## src/rtl/mem_pkg.sv

```systemverilog
// ---------------------------------------------------------------------------
// mem_pkg
// Shared definitions for the data-side and instruction-side memory bridges.
//   MEM_BYTE / MEM_HALF / MEM_WORD : access size codes carried in mem_op[1:0]
//   MEM_UNSIGNED_BIT               : bit of mem_op selecting zero-extension
//   db_state_e                     : data bridge handshake state encoding
// ---------------------------------------------------------------------------
package mem_pkg;

    localparam logic [1:0] MEM_BYTE = 2'b00;
    localparam logic [1:0] MEM_HALF = 2'b01;
    localparam logic [1:0] MEM_WORD = 2'b10;

    localparam int MEM_UNSIGNED_BIT = 2;

    typedef enum logic [1:0] {
        DB_IDLE = 2'b00,
        DB_ADDR = 2'b01,
        DB_DATA = 2'b10,
        DB_HOLD = 2'b11
    } db_state_e;

endpackage

```

## src/rtl/dmem_sram_bridge_if.sv

```systemverilog
// ---------------------------------------------------------------------------
// dmem_sram_bridge_if
// SRAM-like request/response bus between the data bridge (master) and the
// memory system (slave).
//   data_req / data_wr / data_size / data_addr / data_wstrb / data_wdata :
//       request channel, driven by the master
//   data_addr_ok : slave accepted the request this cycle
//   data_data_ok : response/completion this cycle
//   data_rdata   : read data, valid with data_data_ok
// ---------------------------------------------------------------------------
interface dmem_sram_bridge_if #(
    parameter int AW = 32,
    parameter int DW = 32
);

    logic          data_req;
    logic          data_wr;
    logic [1:0]    data_size;
    logic [AW-1:0] data_addr;
    logic [3:0]    data_wstrb;
    logic [DW-1:0] data_wdata;
    logic          data_addr_ok;
    logic          data_data_ok;
    logic [DW-1:0] data_rdata;

    modport master (
        output data_req, data_wr, data_size, data_addr, data_wstrb, data_wdata,
        input  data_addr_ok, data_data_ok, data_rdata
    );

    modport slave (
        input  data_req, data_wr, data_size, data_addr, data_wstrb, data_wdata,
        output data_addr_ok, data_data_ok, data_rdata
    );

endinterface

```

## src/rtl/store_lane_gen.sv

```systemverilog
// ---------------------------------------------------------------------------
// store_lane_gen
// Pure combinational byte-lane generator for a 32-bit, 4-lane bus.
//   size_i    : access size code (MEM_BYTE / MEM_HALF / MEM_WORD)
//   addr_lo_i : low two address bits, access is already aligned
//   wd_i      : right-justified store data
//   wstrb_o   : byte enables for the addressed lanes
//   wdata_o   : store data replicated into every lane of its size
// ---------------------------------------------------------------------------
module store_lane_gen
    import mem_pkg::*;
(
    input  logic [1:0]  size_i,
    input  logic [1:0]  addr_lo_i,
    input  logic [31:0] wd_i,
    output logic [3:0]  wstrb_o,
    output logic [31:0] wdata_o
);

    // Replicating the data into every lane means the slave can pick up the
    // bytes it needs purely from the strobes, without shifting anything.
    // The unused size code 2'b11 enables no lanes so it can never corrupt memory.
    always_comb begin
        wstrb_o = 4'b0000;
        wdata_o = wd_i;
        case (size_i)
            MEM_BYTE: begin
                wstrb_o = 4'b0001 << addr_lo_i;
                wdata_o = {4{wd_i[7:0]}};
            end
            MEM_HALF: begin
                wstrb_o = addr_lo_i[1] ? 4'b1100 : 4'b0011;
                wdata_o = {2{wd_i[15:0]}};
            end
            MEM_WORD: begin
                wstrb_o = 4'b1111;
                wdata_o = wd_i;
            end
            default: begin
                wstrb_o = 4'b0000;
                wdata_o = wd_i;
            end
        endcase
    end

endmodule

```

## src/rtl/dmem_sram_bridge.sv

```systemverilog
// ---------------------------------------------------------------------------
// dmem_sram_bridge
// Turns each gated MEM-stage load/store into one handshaked transaction on
// the SRAM-like bus, stalls the pipeline until it completes, and keeps the
// load word available while the pipeline stays frozen for other reasons.
//   clk, rst     : clock and synchronous active-high reset
//   memtoregM    : load in MEM (already gated)
//   memwriteM    : store in MEM (already gated)
//   mem_opM      : [1:0] size, [2] unsigned (not needed here)
//   aluoutM      : aligned effective address
//   writedataM   : right-justified store data
//   stall_other  : pipeline frozen by another source this cycle
//   readdataM    : raw aligned load word
//   stallM       : freeze the whole pipeline
//   bus          : request/response bus, master side
// ---------------------------------------------------------------------------
module dmem_sram_bridge
    import mem_pkg::*;
#(
    parameter int AW = 32,
    parameter int DW = 32
) (
    input  logic                 clk,
    input  logic                 rst,
    input  logic                 memtoregM,
    input  logic                 memwriteM,
    input  logic [2:0]           mem_opM,
    input  logic [AW-1:0]        aluoutM,
    input  logic [DW-1:0]        writedataM,
    input  logic                 stall_other,
    output logic [DW-1:0]        readdataM,
    output logic                 stallM,
    dmem_sram_bridge_if.master   bus
);

    db_state_e     state_q, state_d;
    logic [DW-1:0] rdata_q, rdata_d;
    logic          access;
    logic          completing;
    logic [3:0]    laneStrb;
    logic [DW-1:0] laneWdata;
    logic          unused_opBit;

    assign access       = memtoregM | memwriteM;
    assign unused_opBit = mem_opM[MEM_UNSIGNED_BIT];

    // The response cycle is the only point at which the bridge releases a
    // stalled access; both the stall and the load bypass key off it.
    assign completing = (state_q == DB_DATA) && bus.data_data_ok;

    store_lane_gen u_lanes (
        .size_i    (mem_opM[1:0]),
        .addr_lo_i (aluoutM[1:0]),
        .wd_i      (writedataM),
        .wstrb_o   (laneStrb),
        .wdata_o   (laneWdata)
    );

    // Request fields come straight from the MEM inputs; the pipeline is
    // stalled while a request is pending, so they stay stable until addr_ok.
    assign bus.data_wr    = memwriteM;
    assign bus.data_size  = mem_opM[1:0];
    assign bus.data_addr  = aluoutM;
    assign bus.data_wstrb = memwriteM ? laneStrb : 4'b0000;
    assign bus.data_wdata = laneWdata;

    // Next-state and handshake outputs. HOLD parks a finished access while
    // another stall source keeps the same instruction in MEM, so it is not
    // issued a second time. A data_ok outside DATA is a slave protocol error
    // and is deliberately ignored.
    always_comb begin
        state_d      = state_q;
        rdata_d      = rdata_q;
        bus.data_req = 1'b0;
        stallM       = 1'b0;

        case (state_q)
            DB_IDLE: begin
                bus.data_req = access;
                if (access) begin
                    state_d = bus.data_addr_ok ? DB_DATA : DB_ADDR;
                end
            end
            DB_ADDR: begin
                bus.data_req = 1'b1;
                if (bus.data_addr_ok) begin
                    state_d = DB_DATA;
                end
            end
            DB_DATA: begin
                if (bus.data_data_ok) begin
                    rdata_d = bus.data_rdata;
                    state_d = stall_other ? DB_HOLD : DB_IDLE;
                end
            end
            DB_HOLD: begin
                if (!stall_other) begin
                    state_d = DB_IDLE;
                end
            end
            default: begin
                state_d = DB_IDLE;
            end
        endcase

        stallM = access && (state_q != DB_HOLD) && !completing;
    end

    // The load word is forwarded combinationally in its response cycle and
    // served from the latch afterwards, so a frozen pipeline still sees it.
    assign readdataM = completing ? bus.data_rdata : rdata_q;

    // State and load-data registers.
    always_ff @(posedge clk) begin
        if (rst) begin
            state_q <= DB_IDLE;
            rdata_q <= '0;
        end else begin
            state_q <= state_d;
            rdata_q <= rdata_d;
        end
    end

endmodule
```

## src/flat_wrapper.sv

```systemverilog
// flat-port wrapper written by rule: the top's interface ports become plain ports
module dmem_sram_bridge_flat import mem_pkg::*;
#(
    parameter int AW = 32,
    parameter int DW = 32
)
  (clk, rst, memtoregM, memwriteM, mem_opM, aluoutM, writedataM, stall_other, readdataM, stallM, bus_data_req, bus_data_wr, bus_data_size, bus_data_addr, bus_data_wstrb, bus_data_wdata, bus_data_addr_ok, bus_data_data_ok, bus_data_rdata);
  dmem_sram_bridge_if #(.AW(AW), .DW(DW)) bus_i ();
  input  logic clk;
  input  logic rst;
  input  logic memtoregM;
  input  logic memwriteM;
  input  logic [2:0] mem_opM;
  input  logic [AW-1:0] aluoutM;
  input  logic [DW-1:0] writedataM;
  input  logic stall_other;
  output logic [DW-1:0] readdataM;
  output logic stallM;
  output wire logic [$bits(bus_i.data_req)-1:0] bus_data_req;
  output wire logic [$bits(bus_i.data_wr)-1:0] bus_data_wr;
  output wire logic [$bits(bus_i.data_size)-1:0] bus_data_size;
  output wire logic [$bits(bus_i.data_addr)-1:0] bus_data_addr;
  output wire logic [$bits(bus_i.data_wstrb)-1:0] bus_data_wstrb;
  output wire logic [$bits(bus_i.data_wdata)-1:0] bus_data_wdata;
  input wire logic [$bits(bus_i.data_addr_ok)-1:0] bus_data_addr_ok;
  input wire logic [$bits(bus_i.data_data_ok)-1:0] bus_data_data_ok;
  input wire logic [$bits(bus_i.data_rdata)-1:0] bus_data_rdata;
  assign bus_data_req = bus_i.data_req;
  assign bus_data_wr = bus_i.data_wr;
  assign bus_data_size = bus_i.data_size;
  assign bus_data_addr = bus_i.data_addr;
  assign bus_data_wstrb = bus_i.data_wstrb;
  assign bus_data_wdata = bus_i.data_wdata;
  assign bus_i.data_addr_ok = bus_data_addr_ok;
  assign bus_i.data_data_ok = bus_data_data_ok;
  assign bus_i.data_rdata = bus_data_rdata;
  dmem_sram_bridge #(.AW(AW), .DW(DW)) u_core (.clk(clk), .rst(rst), .memtoregM(memtoregM), .memwriteM(memwriteM), .mem_opM(mem_opM), .aluoutM(aluoutM), .writedataM(writedataM), .stall_other(stall_other), .readdataM(readdataM), .stallM(stallM), .bus(bus_i));
endmodule
```

## config.mk

```make
export PLATFORM = sky130hd
export DESIGN_NAME = dmem_sram_bridge_flat
export DESIGN_NICKNAME = d
export VERILOG_FILES = /design/src/rtl/mem_pkg.sv /design/src/rtl/dmem_sram_bridge_if.sv /design/src/rtl/store_lane_gen.sv /design/src/rtl/dmem_sram_bridge.sv /design/src/flat_wrapper.sv
export SDC_FILE = /design/constraint.sdc
export NUM_CORES = 1
export LEC_CHECK = 0
export ABC_AREA = 1
export CORE_MARGIN = 1.5
export CORE_UTILIZATION = 32
export DETAILED_ROUTE_END_ITERATION = 6
export PLACE_DENSITY = 0.79
export SYNTH_ARGS = -nofsm -noshare
export SYNTH_HDL_FRONTEND = slang
export SYNTH_SLANG_ARGS = --single-unit
```

## constraint.sdc

```tcl
create_clock -name clk -period 1.5 [get_ports clk]
set_clock_uncertainty 0.05 [all_clocks]
set_input_delay 0.15 -clock clk [delete_from_list [all_inputs] [get_ports clk]]
set_output_delay 0.15 -clock clk [all_outputs]
set_load 0.02 [all_outputs]
```

== After elaboration in Yosys (flattened, before gate mapping) ==
Index checks and enable logic that the tools add are counted.
Widths: inputs -> output; s select.
Cells by class
  equal/unequal tests: 10
  shift-type cells: 1
  multiplexer cells: 13
  bitwise operators: 1
  reductions and logical operators: 8
Operators by type and width (count)
  $pmux 32 s2: 1
  $mux 32: 1
  $mux 2: 6
  $pmux 4 s3: 1
  $mux 4: 2
  $ne 2x2->1 const B: 4
  $pmux 2 s4: 1
  $eq 2x2->1 const B: 3
  $eq 2x1->1 const B: 2
  $logic_not 2->1: 2
  $reduce_and 4->1: 1
  $shl 1x2->4 const A: 1
  $logic_and 1x1->1: 3
  $ne 2x1->1 const B: 1
  $pmux 1 s2: 1
  $reduce_and 2->1: 1
  $logic_not 1->1: 1
  $or 1x1->1: 1
Word-level totals
  register bits after elaboration: 34
  input bits: 106

== Longest topological paths before layout ==
  depth in word-level cells: 4
  depth in mapped cells: 7

== Hierarchy ==
Synthesis repeated with hierarchy kept, for this count alone.
Second synthesis, totals
  cell total of the unflattened synthesis: 342
  area total of the unflattened synthesis: 2467.4 µm²
By module, submodules not included
  dmem_sram_bridge: times used 1, cells an instance 239, area an instance 1876.8 µm², sequential area each 680.7 µm²
  store_lane_gen: times used 1, cells an instance 103, area an instance 590.6 µm², sequential area each 0.0 µm²

== Worst setup path before layout ==
Ideal clock, no wire load.
  kind: input-to-output
  from: input mem_opM[1]
  to: output bus_data_wdata[10]
  arrival time: 1.150 ns
  path slack: 0.150 ns
  stages: 6
  buffers on the path: 2
  path through: buf_4 -> inv_4 -> nand2_1 -> inv_2 -> buf_6 -> o21ai_0
Between the ends
  cells in the longest elaborated chain, start to end: 2
  elaborated cells on any way between the ends: 3
  classes of those cells: eq/ne (1); mux (1); reduce/logical (1)
Ends and longest elaborated chain
  start, declared: line flat_wrapper.sv:13  | input logic [2:0] mem_opM;
  $eq 2x1->1 / $logic_not 2->1 (equally long branches): line store_lane_gen.sv:26  | case (size_i)
  $pmux 32 s2 (*): line store_lane_gen.sv:26
  end, declared: line flat_wrapper.sv:24  | output wire logic [$bits(bus_i.data_wdata)-1:0] bus_data_wdata;
Every way passes the cells marked *; elsewhere a longest branch is shown, timed or not.

== Worst setup path in the final report ==
  from: register u_core.state_q[0]
  to: output readdataM[18]
Between the ends
  cells in the longest elaborated chain, start to end: 3
Ends and longest elaborated chain
  start, declared: line dmem_sram_bridge.sv:36  | db_state_e state_q, state_d;
  start signal, assigned: line dmem_sram_bridge.sv:119  | state_q <= state_d;
  $eq 2x2->1: line dmem_sram_bridge.sv:49  | assign completing = (state_q == DB_DATA) && bus.data_data_ok;
  $logic_and 1x1->1: line dmem_sram_bridge.sv:49
  $mux 32: line dmem_sram_bridge.sv:111  | assign readdataM = completing ? bus.data_rdata : rdata_q;
  end, declared: line flat_wrapper.sv:17  | output logic [DW-1:0] readdataM;
No other way between the ends.

==> flow_summary.json <==
{
  "outcome": "complete, but fails checks",
  "violations": "setup timing",
  "dp_slack_ns": -0.529,
  "grt_max_degree": 37,
  "synth_warnings": 0,
  "place.gp.congestion": 0.781,
  "max-clock-path-buffers": 2,
  "post_cts_buffers": 0,
  "critical_path.cell_chain": "inv_2 > nand3_4 > buf_12 > nand2_1 > o21ai_2 > inv_1 > buf_4",
  "ys_ff_latch": 34,
  "cts_tree": "yes",
  "worst_pin_slew_ns": 0.250,
  "hold_viol": 0,
  "first_global_vias": 2479,
  "synth_compound_area_share_pct": 17.7,
  "routed_wirelength_um": 7080,
  "chipWidth_um": 90.1,
  "cp-end-kind": "output port",
  "slew_headroom_pct": 83.3,
  "final_common_cell": "inv_1",
  "p_leak_nw": 2.17,
  "top_usage_layer": "met2",
  "io_pins": 211,
  "avgRoutedWirePerCell_um": 11.7,
  "setup_viol": 32,
  "area_delta_synth_final_pct": 57.5,
  "grt_pass1_wl_um": 11300,
  "drc": 0,
  "cpPeakStageDelay_ns": 0.33,
  "hpwl_um": 5550,
  "synth-simple-area-share_pct": 22.8,
  "dr.pass1.iters": 4,
  "start_util_pct": 33.3,
  "grtUsageTotal_pct": 17.0,
  "htreeDepth": 2,
  "worst_slack_ns": -0.0444,
  "avgSynthCellArea_sq_um": 6.59,
  "numCtsBuffers": 5,
  "via_per_inst": 4.32,
  "dp.cells": 598,
  "critical_path_buf_inv_count": 4,
  "ir_worst_vdd_mv": 0.319,
  "crit_required_ns": 1.30,
  "postCtsResizedCells": 205,
  "cp_top_family": "buffers and inverters",
  "cts_root_buf": "clkbuf_8",
  "cp_slowest_cell": "dfxtp_2",
  "period_share_pct": 103,
  "coreArea_sq_um": 7290,
  "ys_seq_area_share_pct": 28.1,
  "die_area_sq_um": 8110,
  "min_period_ns": 1.54,
  "path_clk_slew_ns": 0.07,
  "synthMuxAreaShare_pct": 0,
  "overflow": 0,
  "syn_nets": 474,
  "synth_cells": 368,
  "mostFrequentLayoutCells": "inv_1, nand2_1, clkdlybuf4s50_1",
  "crit_type": "reg2out",
  "die_h_um": 90.1,
  "powerDensity_nw_per_um2": 1080,
  "nets": 612,
  "cp.arrival_ns": 1.34,
  "fmax_mhz": 648,
  "stdcell_count": 606,
  "drv_cap": 0,
  "clock_sinks": 34,
  "synth_top_family_by_area": "buffers and inverters",
  "start_kind": "register",
  "rsz0062_at_grt": "true",
  "setup_tns_ns": -0.710,
  "ys_types": 23,
  "synth_xor_area_share_pct": 0,
  "synthAdderAreaFrac_pct": 0,
  "met1_usage_pct": 17.5,
  "hp-class": "in2out",
  "cts_hold_buffers": 0,
  "antenna_found_initial": 0,
  "io_buffer_count": 149,
  "diodes": 0,
  "synth_area_sq_um": 2430,
  "drtIter0Drc": 42,
  "finalPower_mw": 4.14,
  "vias": 2618,
  "insertion_delay_ns": 0.27,
  "grt_use_met2_pct": 30.4,
  "cp_max_fo": 29,
  "grt.met3_usage_pct": 6.09,
  "slew_violations": 0,
  "core.rowCount": 31,
  "drive_gt1_share_pct": 30.8,
  "ant_nets": 0
}
registers in the layout (all words and copies together) (netlist names):
signal	flops
u_core.rdata_q	32
u_core.state_q	2
power breakdown:
part           switching (mW)  internal [mW]
clock                   0.331          0.369
sequential             0.0431           1.06
combinational            1.31           1.03
total                    1.69           2.46
Yosys cell counts, drive strengths merged:
master / number / area (sq um)
a21oi: 6 / 30.0
clkbuf: 4 / 15.0
o21ai: 44 / 340
nor2: 41 / 166
dfxtp: 34 / 681
nand3: 5 / 30.0
buf: 54 / 429
inv: 84 / 318
nand2: 85 / 339
nand3b: 1 / 7.51
nor3: 2 / 10.0
o211ai: 8 / 60.1
layout make-up:
cell class / instances / area [sq um]
Clock buffer: 6 / 82.6
Clock inverter: 2 / 12.5
Fill cell: 747 / 3470
Inverter: 84 / 320
Multi-Input combinational cell: 192 / 1010
Sequential cell: 34 / 683
Tap cell: 99 / 124
Timing Repair Buffer: 189 / 1590
logic make-up (layout without fill, tap and decap cells):
family	Yosys count	in the layout
flip-flops	34	34
AND/OR/NAND/NOR	134	134
buffers and inverters	142	281
AO/OA/AOI/OAI	58	58
worst paths after layout:
check | from | end | slack (ns) | cells past startpoint
max | u_core.state_q[0]$_SDFFE_PP0P_ | readdataM[18] | -0.04 | 7
min | aluoutM[15] | bus_data_addr[15] | 0.25 | 0
max reg2reg | u_core.state_q[0]$_SDFFE_PP0P_ | u_core.rdata_q[19]$_SDFFE_PP0P_ | 0.34 | 7
min reg2reg | u_core.rdata_q[2]$_SDFFE_PP0P_ | u_core.rdata_q[2]$_SDFFE_PP0P_ | 0.48 | 4
stage by stage:
stage | util, % | hold WS (ns) | instance area (sq um)
floorplan | - | 0.244 | 2430
detailed placement | 54.3 | 0.250 | 3960
global placement | 54.3 | 0.250 | 3960
CTS | 53.2 | 0.250 | 3880
finish | 52.4 | 0.250 | 3820
global route | 52.4 | 0.250 | 3820
metal layers:
| metal | routed length (um) | vias up |
|---|---|---|
| li1 | - | 1329 |
| met2 | 3550 | 105 |
| met4 | 231 | 0 |
| met3 | 590 | 27 |
| met5 | 0 | - |
| met1 | 2700 | 1157 |
worst register-to-register path, stage by stage (launching register included):
cell and delay (ns):
dfxtp_2 0.33, inv_2 0.05, nand3_4 0.08, buf_12 0.22
nand2_1 0.12, o21ai_2 0.07, buf_4 0.12, nor2_1 0.03
No activity file was read; power rests on OpenSTA's default activity.
